===== config.mk =====
export PLATFORM = sky130hd
export DESIGN_NAME = acia_rx_fifo
export DESIGN_NICKNAME = d
export VERILOG_FILES = /design/src/rtl/acia_rx_fifo.sv
export SDC_FILE = /design/constraint.sdc
export NUM_CORES = 1
export LEC_CHECK = 0
export CAP_MARGIN = 25
export CELL_PAD_IN_SITES_DETAIL_PLACEMENT = 0
export CELL_PAD_IN_SITES_GLOBAL_PLACEMENT = 1
export CORE_MARGIN = 2
export CORE_UTILIZATION = 50
export CTS_CLUSTER_SIZE = 20
export DETAILED_ROUTE_END_ITERATION = 10
export DONT_BUFFER_PORTS = 1
export GPL_TIMING_DRIVEN = 1
export PLACE_DENSITY = 0.76
export SYNTH_ARGS = -nofsm -noshare
export SYNTH_HDL_FRONTEND = slang
export SYNTH_SLANG_ARGS = --single-unit

===== constraint.sdc =====
create_clock -name clk -period 8 [get_ports clk]
set_clock_uncertainty 0.1 [all_clocks]
set_input_delay 0 -clock clk [delete_from_list [all_inputs] [get_ports clk]]
set_output_delay 0 -clock clk [all_outputs]
set_load 0.05 [all_outputs]

===== src/rtl/acia_rx_fifo.sv =====
// Receive FIFO for an ACIA: stores {err, byte} entries from the receiver and
// presents the head entry first-word-fall-through to the CPU register logic.
module acia_rx_fifo #(
  parameter int DEPTH = 16,
  parameter int AW    = $clog2(DEPTH)
) (
  input  logic          clk,
  input  logic          rst,
  input  logic          wr_stb,
  input  logic [7:0]    wr_dat,
  input  logic          wr_err,
  input  logic          rd,
  output logic [7:0]    rd_dat,
  output logic          rd_err,
  output logic          empty,
  output logic          full,
  output logic [AW:0]   level,
  input  logic [AW:0]   thresh,
  output logic          irq,
  output logic          ovr,
  input  logic          clr_ovr
);

  localparam logic [AW:0] FULL_LVL = (AW+1)'(DEPTH);

  logic [8:0]    mem [DEPTH];
  logic [AW-1:0] wr_ptr;
  logic [AW-1:0] rd_ptr;
  logic [AW:0]   level_next;
  logic          push;
  logic          pop;
  logic          overrun;

  // Handshake: wr_stb is a single-cycle strobe with no back-pressure; a byte
  // offered while full is dropped unless rd frees a slot in the same cycle.
  // rd pops the head when not empty and is ignored when empty.
  assign push    = wr_stb & (~full | rd);
  assign pop     = rd & ~empty;
  assign overrun = wr_stb & full & ~rd;

  assign empty  = (level == '0);
  assign full   = (level == FULL_LVL);
  assign rd_dat = empty ? 8'h00 : mem[rd_ptr][7:0];
  assign rd_err = empty ? 1'b0  : mem[rd_ptr][8];

  always_comb begin
    level_next = level;
    if (push && !pop)
      level_next = level + 1'b1;
    else if (pop && !push)
      level_next = level - 1'b1;
  end

  // Storage is deliberately left out of reset; only pointers define validity.
  always_ff @(posedge clk) begin
    if (rst && push)
      mem[wr_ptr] <= {wr_err, wr_dat};
  end

  always_ff @(posedge clk) begin
    if (!rst) begin
      wr_ptr <= '0;
      rd_ptr <= '0;
      level  <= '0;
      ovr    <= 1'b0;
      irq    <= 1'b0;
    end else begin
      if (push)
        wr_ptr <= wr_ptr + 1'b1;
      if (pop)
        rd_ptr <= rd_ptr + 1'b1;
      level <= level_next;
      if (overrun)
        ovr <= 1'b1;
      else if (clr_ovr)
        ovr <= 1'b0;
      // Threshold is compared against the post-update level so irq tracks level.
      irq <= (thresh != '0) && (level_next >= thresh);
    end
  end

endmodule


Word level (Yosys, flattened, before mapping). Memories as Yosys holds them, arrays and structs flattened. A register that Yosys moved wholly into a read port is not among the register bits. Cells that the tools add are included. W data, S select, Z words.

Add/sub/neg operators: 4. $lt $le $gt $ge: 1. Eq/ne operators: 1. Mux-type cells: 10. Bitwise operators: 8. Reductions and logical operators: 9.

Operator list (count): $mux W5 (2); $add A4 B1 Y4 const B (2); $mux W4 (2); $mux W8 (1); $add A5 B1 Y5 const B (1); $eq A5 B5 Y1 const B (1); $ge A5 B5 Y1 (1); $logic_not A5 Y1 (1); $mux W1 (5); $reduce_bool A5 Y1 (1); $sub A5 B1 Y5 const B (1); $and A1 B1 Y1 (4); $logic_and A1 B1 Y1 (4); $not A1 Y1 (3); $logic_not A1 Y1 (2); $reduce_bool A2 Y1 (1); $or A1 B1 Y1 (1).

Register bits: 15. RAM bits: 144. Input port bits: 19. Memories: 1.

Memory list: mem (depth 16, width 9, read ports 1, clocked after memory_dff 1, write ports 1, RTL line 26) `logic [8:0] mem [DEPTH];`.

Logic depth before layout (Yosys ltp).
Depth in word-level cells: 10. Mapped depth: 12.

Worst setup path after synthesis. No wires, ideal clock.

Path kind: register to output. Start point: reg level[0]. End point: out rd_dat[0]. Arrival time: 2.884 ns. Slack: 5.016 ns. Stages on the path, launching flop included: 8. Path buffers: 2. Cells stage by stage: dfxtp_1 -> inv_1 -> ha_1 -> or4b_1 -> buf_2 -> inv_2 -> buf_2 -> a211oi_1.

Cells in the longest elaborated chain, start to end: 2.

Ends and longest elaborated chain: start: declaration (RTL line 17) `output logic [AW:0] level,`; start signal: assignment (RTL line 72) `level <= level_next;`; $logic_not A5 Y1 (RTL line 41) `assign empty = (level == '0);`; named net empty (RTL line 15) `output logic empty,`; $mux W8 (RTL line 43) `assign rd_dat = empty ? 8'h00 : mem[rd_ptr][7:0];`; end: declaration (RTL line 13) `output logic [7:0] rd_dat,`.

The timed path passes the listed nets, and every way through them passes these cells.

Worst setup path after layout.
Start point: reg level[0]. End point: reg irq.

Elaborated cells between the ends (all ways): 17.

RTL lines: $logic_not A5 Y1 (*) (RTL line 41); named net empty (RTL line 15); $not A1 Y1 (*) (RTL line 38) `assign pop = rd & ~empty;`; $and A1 B1 Y1 (*) (RTL line 38); $logic_and A1 B1 Y1 / $logic_not A1 Y1 (equally long branches) (RTL line 50, 48); $mux W5 / $logic_and A1 B1 Y1 (equally long branches) (RTL line 50, 48); $mux W5 (*) (RTL line 48) `if (push && !pop)`; named net level_next[2] (RTL line 29) `logic [AW:0] level_next;`; $ge A5 B5 Y1 (*) (RTL line 78) `irq <= (thresh != '0) && (level_next >= thresh);`; $logic_and A1 B1 Y1 (*) (RTL line 78); end signal: assignment (RTL line 78); end: declaration (RTL line 19) `output logic irq,`.

The timed path passes the listed nets; every way through them passes the cells marked *. A chain may end at the register's enable or synchronous reset.

==> flow_summary.toml <==
[run_status]
status = "finished clean"

[timing]
max_slew.worst_pin.slew_ns = 1.03
period_share = 0.485
drv_slew = 0
finalSetupViolCount = 0
rsz0062_at_grt = "false"
finalSetupTns_ns = 0
maxSlewHeadroom = 0.313
finalHoldViolCount = 0
setup_ws_ns = 4.12
max_freq_ghz = 0.258
holdWs_ns = 0.0280
period_minus_slack_ns = 3.88

[logic_synthesis]
syn_nets = 416
yosys.area.top_type = "edfxtp_1"
ys_seq_area_frac = 0.693
avgSynthCellArea_um2 = 17.6
synth-adder-area-share = 0.0221
synth_edf_count = 144
yosysUniqueCellTypes = 46
synthMuxAreaShare = 0.140
yosysWarnings = 0
synth_ff_type = "edfxtp_1"
synth-compound-area-share = 0.0518
syn_inst = 385
synth_top_family_by_area = "multiplexers"
yosys_register_bits = 163
synthArstFlopShare = 0
yosys.area.top_type_share = 0.637
synth_xor_xnor_area_share = 0.0103
synth_simple_gate_area_frac = 0.0580
syn-cell-area_mm2 = 0.00679
synth_area_leaders = "edfxtp_1 (64%), mux4_2 (12%), dfxtp_1 (5.6%)"

[routing]
drtIter0Drc = 269
vias = 3369
viasPerCell = 5.66
drtAntennaViolNets = 0
routedWlPerCell_um = 20.7
drc_errors = 0
drtPass1Iterations = 5
drt-total-wl_mm = 12.3

[finish]
fillerInstances = 1007
fin_nets = 437
stdcell_count = 595
final_common_cell = "edfxtp_1"
layout-drive-gt1-share = 0.203
diodes = 0
layout_common_cells = "edfxtp_1 (144), mux4_2 (36), dlygate4sd3_1 (20), nor2_1 (18)"
area_growth_pct = 14.0
multi_input_area_mm2 = 0.00196
fin_util = 0.584
seq_area_mm2 = 0.00471

[power_and_ir_drop]
power.leakage_nw = 2.44
ir_worst_vdd_v = 0.000160
powerDensity_mw_per_mm2 = 293

[clock_network]
cts_buffers = 17
clk_latency_ns = 0.42
ctsResizeCount = 0
max-clock-path-buffers = 2
clkTransAtPathRegs_ns = 0.06
h-tree-depth = 4
cts_root_buffer = "clkbuf_16"
clkSinkCount = 163
cts_tree = "built"

[grt]
grt_pass1_vias = 3547
grt_pass1_wl_mm = 20.1
grt_start_max_net_pins = 37
overflow = 0
grt.total_usage = 0.190
antenna_found_initial = 0

[worst_setup_path]
startpoint_type = "flop"
reg2reg_from = "level[0]"
endpoint_kind = "flop"
worstPathArrival_ns = 4.09
crit_required_ns = 8.21
crit_type = "reg2reg"
worst-path-max-fanout = 11
crit_start = "level[0]"

[die]
die-area_mm2 = 0.0145
die_h_um = 121
fp.dieW_um = 121
num_io_pins = 37
rows = 42
coreArea_mm2 = 0.0132
start_util = 0.513

[placed_design]
port_buffers = 0
pre_cts_slack_ns = 4.65
dp_cells = 542
hpwlAfterDp_mm = 7.73
gp_congestion = 0.765

[run]
drv_cap = 0

[hold_path]
min_from = "rst"
hold_path_class = "in2reg"
[metrics by stage]
step / power (mW) / area (um2)
CTS: 2.29 / 7720
global route: 2.36 / 7740
detailed placement: 1.48 / 6960
floorplan: 1.42 / 6790
global placement: 1.48 / 6960
finish: 2.27 / 7740
[where the power goes]
part | switching (mW) | internal, mW | total, mW
Sequential | 0.0519 | 0.945 | 0.997
Clock | 0.301 | 0.485 | 0.786
Combinational | 0.326 | 0.161 | 0.487
Total | 0.679 | 1.59 | 2.27
[final cells by class]
| type | instances | share of cell area |
|---|---|---|
| flip-flops and latches | 163 | 0.608 |
| clock inverters | 12 | 0.0179 |
| inverters | 12 | 0.00582 |
| clock buffers | 20 | 0.0564 |
| well taps | 176 | 0.0285 |
| multi-input cells | 188 | 0.253 |
| repair buffers | 24 | 0.0297 |
[synthesized netlist by cell type, types with 2 or more instances]
master / instances
xnor2_1: 8
buf_6: 2
nand2_1: 12
o21ai_0: 3
o221ai_1: 2
a211oi_1: 18
and2_1: 8
nand2b_1: 5
edfxtp_1: 144
ha_1: 12
dfxtp_1: 19
a21oi_1: 5
nand3b_1: 2
o31ai_1: 2
mux2i_1: 14
or2_2: 4
clkbuf_1: 8
buf_2: 7
nor2b_1: 11
buf_4: 5
nor2_1: 18
nand3_1: 5
inv_1: 11
a21boi_0: 3
mux4_2: 36
[worst max-delay path: stages (launching register included)]
cell,delay (ns)
dfxtp_1,0.54
inv_1,0.17
ha_1,0.26
or4b_1,0.60
inv_2,0.47
nor3_1,0.13
a31oi_2,0.23
xnor2_1,0.09
ha_1,0.22
a211o_1,0.23
o211ai_1,0.09
a21oi_1,0.09
dlygate4sd3_1,0.56
[sequential cells by signal, summed over array words and instances (netlist names), named ones only]
signal,cells
irq,1
level,5
mem,144
ovr,1
rd_ptr,4
wr_ptr,4
[path summary, 6_finish.rpt]
check / slack, ns / depth (start not counted) / to
max: 4.12 / 12 / irq
min: 0.03 / 2 / mem[4][4]
max reg2reg: 4.12 / 12 / irq
min reg2reg: 0.40 / 2 / flop
[cells by family (layout without fill, tap and decap cells)]
| group | Yosys count | in the layout |
|---|---|---|
| DFF | 163 | 163 |
| and+or+nand+nor | 74 | 74 |
| muxes | 50 | 50 |
| AOI/OAI and AO/OA | 44 | 44 |
| buffers and inverters | 34 | 68 |
| adders and majority gates | 12 | 12 |
| xor gates and xnor gates | 8 | 8 |
[per-layer routing]
layer | up-vias | GRT usage | wire (um)
met4 | 0 | 0.0799 | 262
met2 | 88 | 0.300 | 6190
met3 | 17 | 0.0561 | 588
met5 | - | 0 | 0
li1 | 1570 | - | -
met1 | 1694 | 0.247 | 5290
[repair_timing]
item	in CTS	in global routing
buffers inserted	0	0
hold endpoints to repair	174	2
setup endpoints to repair	0	0
hold buffers	19	1
(Power assumes the default switching activity.)
